[config.mk]
export PLATFORM = sky130hd
export DESIGN_NAME = bits_to_symbol
export DESIGN_NICKNAME = d
export VERILOG_FILES = /design/src/rtl/bits_to_symbol.sv
export SDC_FILE = /design/constraint.sdc
export NUM_CORES = 1
export LEC_CHECK = 0
export CAP_MARGIN = 40
export CORE_MARGIN = 3
export CORE_UTILIZATION = 45
export DETAILED_ROUTE_END_ITERATION = 8
export PLACE_DENSITY = 0.75
export SLEW_MARGIN = 20
export SYNTH_ARGS = -nofsm -noshare
export SYNTH_HDL_FRONTEND = slang
export SYNTH_SLANG_ARGS = --single-unit
export TNS_END_PERCENT = 50
[constraint.sdc]
create_clock -name i_clk -period 2.17 [get_ports i_clk]
set_clock_uncertainty 0.05 [all_clocks]
set_input_delay 0.651 -clock i_clk [delete_from_list [all_inputs] [get_ports i_clk]]
set_output_delay 0.651 -clock i_clk [all_outputs]
set_load 0.03 [all_outputs]
[src/rtl/bits_to_symbol.sv]
// Serial-to-symbol packer: gathers bits into SYMBOL_W-bit symbols, pads partial
// symbols at frame end, and buffers them in a small FIFO for the chip spreader.
module bits_to_symbol #(
  parameter int SYMBOL_W   = 4,
  parameter int FIFO_DEPTH = 2,
  parameter bit MSB_FIRST  = 1'b1
) (
  input  logic                i_clk,
  input  logic                i_rst,
  input  logic                i_bit,
  input  logic                i_bit_valid,
  input  logic                i_frame_end,
  output logic                o_bit_ready,
  output logic [SYMBOL_W-1:0] o_symbol,
  output logic                o_symbol_valid,
  output logic                o_symbol_last,
  output logic                o_symbol_pad,
  input  logic                i_symbol_read,
  output logic                o_overflow
);

  localparam int PTR_W = (FIFO_DEPTH > 1) ? $clog2(FIFO_DEPTH) : 1;
  localparam int OCC_W = PTR_W + 1;
  localparam int BC_W  = $clog2(SYMBOL_W);

  logic [SYMBOL_W-1:0] sr_q, sr_d;
  logic [BC_W-1:0]     cnt_q, cnt_d;
  logic [PTR_W-1:0]    wr_ptr_q, wr_ptr_d, rd_ptr_q, rd_ptr_d;
  logic [OCC_W-1:0]    occ_q, occ_d;
  logic                ovf_q, ovf_d;
  logic [SYMBOL_W-1:0] mem_sym_q  [FIFO_DEPTH];
  logic [SYMBOL_W-1:0] mem_sym_d  [FIFO_DEPTH];
  logic                mem_last_q [FIFO_DEPTH];
  logic                mem_last_d [FIFO_DEPTH];
  logic                mem_pad_q  [FIFO_DEPTH];
  logic                mem_pad_d  [FIFO_DEPTH];

  logic                full, empty, accept, pop, push, complete;
  logic [SYMBOL_W-1:0] sr_shift, sym_new;
  logic [BC_W-1:0]     pad_amt;

  always_comb begin
    full     = (occ_q == OCC_W'(FIFO_DEPTH));
    empty    = (occ_q == '0);
    accept   = i_bit_valid & ~full;
    pop      = i_symbol_read & ~empty;
    complete = (cnt_q == BC_W'(SYMBOL_W - 1));
    push     = accept & (complete | i_frame_end);

    if (MSB_FIRST) sr_shift = {sr_q[SYMBOL_W-2:0], i_bit};
    else           sr_shift = {i_bit, sr_q[SYMBOL_W-1:1]};

    // Shifting by the number of missing bits discards stale bits from the
    // previous symbol and zero-fills the pad positions; it is 0 on completion.
    pad_amt = BC_W'(SYMBOL_W - 1) - cnt_q;
    if (MSB_FIRST) sym_new = sr_shift << pad_amt;
    else           sym_new = sr_shift >> pad_amt;

    sr_d       = sr_q;
    cnt_d      = cnt_q;
    wr_ptr_d   = wr_ptr_q;
    rd_ptr_d   = rd_ptr_q;
    occ_d      = occ_q;
    ovf_d      = ovf_q | (i_bit_valid & full);
    mem_sym_d  = mem_sym_q;
    mem_last_d = mem_last_q;
    mem_pad_d  = mem_pad_q;

    if (accept) begin
      sr_d  = sr_shift;
      cnt_d = push ? '0 : cnt_q + BC_W'(1);
    end

    if (push) begin
      mem_sym_d[wr_ptr_q]  = sym_new;
      mem_last_d[wr_ptr_q] = i_frame_end;
      mem_pad_d[wr_ptr_q]  = ~complete;
      wr_ptr_d             = wr_ptr_q + PTR_W'(1);
    end

    if (pop) rd_ptr_d = rd_ptr_q + PTR_W'(1);

    case ({push, pop})
      2'b10:   occ_d = occ_q + OCC_W'(1);
      2'b01:   occ_d = occ_q - OCC_W'(1);
      default: occ_d = occ_q;
    endcase
  end

  always_ff @(posedge i_clk or posedge i_rst) begin
    if (i_rst) begin
      sr_q       <= '0;
      cnt_q      <= '0;
      wr_ptr_q   <= '0;
      rd_ptr_q   <= '0;
      occ_q      <= '0;
      ovf_q      <= 1'b0;
      mem_sym_q  <= '{default: '0};
      mem_last_q <= '{default: 1'b0};
      mem_pad_q  <= '{default: 1'b0};
    end else begin
      sr_q       <= sr_d;
      cnt_q      <= cnt_d;
      wr_ptr_q   <= wr_ptr_d;
      rd_ptr_q   <= rd_ptr_d;
      occ_q      <= occ_d;
      ovf_q      <= ovf_d;
      mem_sym_q  <= mem_sym_d;
      mem_last_q <= mem_last_d;
      mem_pad_q  <= mem_pad_d;
    end
  end

  always_comb begin
    o_bit_ready    = ~full;
    o_symbol_valid = ~empty;
    o_overflow     = ovf_q;
    o_symbol       = empty ? '0 : mem_sym_q[rd_ptr_q];
    o_symbol_last  = empty ? 1'b0 : mem_last_q[rd_ptr_q];
    o_symbol_pad   = empty ? 1'b0 : mem_pad_q[rd_ptr_q];
  end

endmodule
==> out/results.ini, run 1 <==
[setup_path]
r2r_cells=6
worst_setup_path_end_kind=primary output
cp.required_ps=1470
worstSetupPathType=reg2out
r2r_end=occ_q[1]$_DFFE_PP0P_
reg2reg_slack_ps=280
startpoint=occ_q[1]$_DFFE_PP0P_
r2r-start=cnt_q[1]$_DFFE_PP0P_
startpoint_type=register
worstPathMaxFanout=8
worstSetupEndpoint=o_symbol_valid
cp.arrival_ps=1360

[clocking]
insertion_delay_ps=310
htreeDepth=1
cts_root_buf=clkbuf_4
clock_path_buffers=2
cts.sinks=22
numCtsBuffers=3
clk_pin_slew_worst_paths_ps=120
cts_tree=built
cts_setup_buffers=0

[synth]
synth_compound_area_share_pct=2.57
syn_area_um2=1070
yosysTopAreaCellShare_pct=51.4
synth_nets=95
ys.warnings.count=0
synth_top_family_by_area=multiplexers
synth_top_area_cell=dfrtp_1
seq_area_frac_synth_pct=51.4
synthAdderAreaFrac_pct=2.34
syn-mean-instance-area_um2=12.3
ys_ff_latch=22
syn-instance-count=87
synth_xor_area_share_pct=4.09
synthMuxAreaShare_pct=25.9
yosys.area_share.simple_pct=10.9
synth_cell_type_count=20
synth_area_leaders=dfrtp_1, mux2_2, mux2i_1

[placement]
portBuffers=14
place.gp.congestion=0.724
pre_cts_slack_ps=-133
dp_hpwl_mm=1.40

[sta]
tightest_slew_ps=309
min_period_ps=2060
timing.fmax_ghz=0.485
rsz0062_at_grt=no
finalHoldViolCount=0
maxSlewHeadroom_pct=79.3
fin_tns_setup_ps=0
whs_ps=438
fin_crit_sh_pct=95.1
setup_slack_ps=107
maxSlewViolCount=0
setup_viol=0

[layout]
seq_area_um2=551
area_delta_synth_final_pct=28.0
fin_util_pct=61.4
nFillCells=187
fin_nets=126
drive_above_1_share_pct=35.9
multi_input_area_um2=490
antennaDiodeCount=0

[run_status]
status=completed

[global_route]
met3_usage_pct=3.27
use_met1_pct=18.5
grt_overflow=0
grt_pass1_wl_mm=3.13
grt_max_degree=23
globalRouteMet2Util_pct=24.8
grtUsageTotal_pct=15.1
first_global_vias=683
grt.busiest_layer=met2
antenna_found_initial=0

[floorplanning]
io_pins=15
dieHeight_um=54.8
fp-row-count=17
die-area_um2=3000
core-area_um2=2230
fp.dieW_um=54.8
start_util_pct=48.0

[pwr]
p_leak_nw=0.672
powerDensity_nw_per_um2=1490
ir_drop_v=0.000754

[job]
drv_cap=0

[detailed_routing]
drc=0
drt_iter0_drc=9
dr.pass1.iters=4
drt_wl_total_mm=1.81
antenna_left=0
num_vias=712
wire_per_inst_um=12.5
viasPerCell=4.91

[worst_hold_path]
hold_class=reg2reg

-- kinds of logic after synthesis --
logic type,count (synthesis)
compound gates,5
xor+xnor,5
fa+ha+maj,2
buf+inv,8
flops,22
mux,26
simple gates,19
-- power breakdown --
| group | internal [mW] | total [mW] | switching (mW) |
|---|---|---|---|
| Combinational | 0.492 | 1.01 | 0.520 |
| Clock | 0.187 | 0.310 | 0.123 |
| Sequential | 0.589 | 0.719 | 0.130 |
-- worst max-delay path, stage by stage (launching register included) --
cell             delay, ps
dfrtp_1                420
nor2_1                 110
buf_4                  160
inv_1                   40
clkdlybuf4s15_1        330
-- what timing repair did --
action | 4_1_cts | 5_1_grt
hold buffers | 0 | 0
setup endpoints to repair | 4 | 4
endpoints found under the hold margin | 0 | 0
resized for setup | 4 | 7
cloned | 0 | 0
-- cell usage after synthesis --
library cell and instances:
dfrtp_1 22, mux2_2 14, mux2i_1 12, nor2_1 9
inv_1 6, xnor2_1 3, a21oi_1 2, clkbuf_1 2
ha_1 2, nand2_1 2, nor2b_1 2, o21ai_0 2
xor2_1 2, a21o_1 1, and3_1 1, nand4b_2 1
nor2b_2 1, nor3_1 1, nor4_4 1, or3_1 1
-- worst min path at each step --
stage          cells after the start  slack [ps]                   end                  from
6_report                           1         440  o_overflow$_DFF_PP0_  o_overflow$_DFF_PP0_
2_1_floorplan                      1         410  occ_q[1]$_DFFE_PP0P_  occ_q[1]$_DFFE_PP0P_
3_5_place_dp                       1         430  o_overflow$_DFF_PP0_  o_overflow$_DFF_PP0_
5_1_grt                            1         470  o_overflow$_DFF_PP0_  o_overflow$_DFF_PP0_
3_3_place_gp                       1         390  o_overflow$_DFF_PP0_  o_overflow$_DFF_PP0_
4_1_cts                            1         450  occ_q[1]$_DFFE_PP0P_  occ_q[1]$_DFFE_PP0P_
-- placed cells by master (no fill, tap or decap), types with 2 or more instances in the layout --
cell type / instances
a21oi_1: 2
buf_4: 18
clkbuf_2: 3
clkbuf_4: 3
clkdlybuf4s50_1: 6
dfrtp_1: 22
ha_1: 2
inv_1: 6
mux2_2: 14
mux2i_1: 12
nand2_1: 2
nor2_1: 9
nor2b_1: 2
o21ai_0: 2
xnor2_1: 3
xor2_1: 2
-- layer usage --
layer | wire length (µm) | vias to the layer above
li1 | - | 361
met3 | 57 | 2
met5 | 0 | -
met2 | 901 | 8
met1 | 838 | 341
met4 | 13 | 0
-- registers in the layout (all words and copies together), names as in the netlist --
signal      flops
mem_sym_q       8
sr_q            3
cnt_q           2
mem_last_q      2
mem_pad_q       2
occ_q           2
o_overflow      1
rd_ptr_q        1
wr_ptr_q        1
-- through the flow --
step	std cells	total power, mW	instance area, µm²
after detailed placement	141	1.79	1330
final	145	2.04	1370
after CTS	145	2.07	1380
after floorplan	87	1.41	1070
after global routing	145	2.20	1370
after global placement	141	1.75	1330
-- area by class of cell --
cell class / count / area share [%]
multi-input cells: 57 / 35.8
flip-flops and latches: 22 / 40.1
clock buffers: 3 / 1.64
inverters: 6 / 1.64
repair buffers: 28 / 16.1
clock inverters: 1 / 2.19
well taps: 28 / 2.55
No activity file was read; power rests on OpenSTA's default activity.
==> run 2, diff against run 1 <==
- CAP_MARGIN: 40 -> 30
- CORE_ASPECT_RATIO: unset -> 0.8
- CTS_CLUSTER_SIZE: unset -> 20
==> run 2 against run 1 <==
Net effect:
- design area fell by 1.8%
- critical path depth down 1
- sequential share of layout area is 0.84 points higher
- cell count fell by 2.1%
- wire length rose by 7.5%
- critical path type unchanged
- global-route usage grew 1.2 points
- register-to-register slack barely moved
- worst hold slack got worse by 18 ps
- largest cell class unchanged
==> out/results.ini, run 2 (same netlist as run 1, synthesis figures left out) <==
[run_status]
status=completed

[job]
drv_cap=0  ; unchanged

[clocking]
cts_setup_buffers=0  ; unchanged
cts_tree=built
hold_buffers=0  ; unchanged
htreeDepth=1  ; unchanged
cts.sinks=22  ; unchanged
numCtsBuffers=3  ; unchanged
clock_path_buffers=2  ; unchanged
insertion_delay_ps=310  ; about the same
clk_pin_slew_worst_paths_ps=110  ; about the same
cts_root_buf=clkbuf_4

[sta]
fin_tns_setup_ps=0  ; unchanged
maxSlewHeadroom_pct=79.4  ; +0.085 points
setup_viol=0  ; unchanged
whs_ps=419  ; -18.0 ps
maxSlewViolCount=0  ; unchanged
tightest_slew_ps=308  ; -1.27 ps
rsz0062_at_grt=yes
finalHoldViolCount=0  ; unchanged
min_period_ps=2080  ; +15.1 ps
timing.fmax_ghz=0.481  ; -0.73%
fin_crit_sh_pct=95.8  ; +0.69 points

[setup_path]
worstSetupPathType=reg2out
startpoint_type=register
worst_setup_path_end_kind=primary output
cp.required_ps=1470  ; about the same
cp.arrival_ps=1380  ; +20 ps
worstPathMaxFanout=3  ; -5

[worst_hold_path]
hold_class=reg2reg

[layout]
regMostFlops=mem_sym_q
layout_common_cells=dfrtp_1, buf_4, mux2_2, mux2i_1, nor2_1
area_delta_synth_final_pct=25.7
final_common_cell=dfrtp_1
drive_above_1_share_pct=36.8  ; +0.85 points
final-instance-count-excl-fill=142  ; -2.1%
fin_nets=127  ; +0.79%
design_area_um2=1350  ; -1.8%
top_regs=mem_sym_q: 8 flops, sr_q: 3 flops
fin_util_pct=60.8  ; -0.61 points
largest_reg_flops=8  ; unchanged
antennaDiodeCount=0  ; unchanged

[pwr]
ir_drop_v=0.000622  ; -18%
p_leak_nw=0.662  ; -1.5%
powerDensity_nw_per_um2=1440  ; -3.3%

[floorplanning]
start_util_pct=48.4  ; +0.41 points
dieHeight_um=49.6  ; -9.4%
fp.dieW_um=60.5  ; +11%
core-area_um2=2210  ; -0.84%
fp-row-count=15  ; -2
die-area_um2=3010  ; +0.12%
io_pins=15  ; unchanged

[global_route]
grtUsageTotal_pct=16.3  ; +1.2 points
antenna_found_initial=0  ; unchanged
grt_pass1_wl_mm=3.48  ; +11%
first_global_vias=723  ; +5.9%
grt_overflow=0  ; unchanged
grt_max_degree=23  ; unchanged

[detailed_routing]
wl_met3_um=80  ; +40%
wl_met1_um=929  ; +11%
num_vias=723  ; +1.5%
drt_wl_total_mm=1.95  ; +7.5%
antenna_left=0  ; unchanged
drt_iter0_drc=5  ; -4
wl_met2_um=894  ; -0.78%
viasPerCell=5.09  ; +3.7%
top_layer_used=met4
wire_per_inst_um=13.7  ; +9.8%
dr.pass1.iters=4  ; unchanged
drc=0  ; unchanged

[placement]
place.gp.congestion=0.774  ; +7.0%
portBuffers=14  ; unchanged
place_area_um2=1340  ; +0.28%
dp_cells=139  ; -1.4%
dp_hpwl_mm=1.48  ; +5.6%

run 2: cell count changes in the layout (fill, tap and decap cells not counted), sizes merged:
cell and delta:
bufinv -1, buf +1
run 2: final timing paths:
check                                       end                 start  depth (start not counted)  slack [ps]
max                                 o_bit_ready  occ_q[1]$_DFFE_PP0P_                          3          90
min                        o_overflow$_DFF_PP0_  o_overflow$_DFF_PP0_                          1         420
max reg2reg                occ_q[1]$_DFFE_PP0P_  cnt_q[1]$_DFFE_PP0P_                          6         280
min reg2reg                o_overflow$_DFF_PP0_  o_overflow$_DFF_PP0_                          1         420
max in group asynchronous  rd_ptr_q$_DFFE_PP0P_                 i_rst                          3        1220
min in group asynchronous  wr_ptr_q$_DFFE_PP0N_                 i_rst                          3         610
run 2: final cells by class:
| cell class | instances | area [µm²] |
|---|---|---|
| clock buffers | 3 | 22.5 |
| fillers | 187 | 868 |
| inverters | 6 | 22.5 |
| multi-input cells | 57 | 490 |
| flip-flops and latches | 22 | 552 |
| well taps | 25 | 31.3 |
| repair buffers | 29 | 228 |
run 2: where the power goes:
| group | leakage [nW] | internal, mW | switching, mW |
|---|---|---|---|
| logic | 0.386 | 0.503 | 0.523 |
| clock network | 0.0138 | 0.0649 | 0.117 |
| registers | 0.262 | 0.591 | 0.138 |
run 2: what timing repair did:
action,CTS,global route
setup endpoints to repair,4,5
cloned,0,0
gates resized for setup,4,8
run 2: critical path, cell delays in order, from the launching register on:
cell and delay, ps:
dfrtp_1 420, nor2b_2 170, inv_1 100, clkdlybuf4s15_1 380
run 2: layer usage:
metal	track usage, %	vias up
met2	25.0	14
met3	5.76	5
met1	20.9	342
li1	-	362
met5	0	-
met4	6.50	0
run 2: through the flow:
step                power [mW]  setup WS [ps]
floorplan                 1.41            304
global placement          1.77          -97.8
detailed placement        1.81           -148
CTS                       1.96           20.4
global route              2.10          -18.4
finish                    1.94           92.1
==> run 3, diff against run 2 <==
- CAP_MARGIN: 30 -> 20
==> results of run 3 <==
Same layout as run 2: the final DEF is identical, and so are final timing and power.
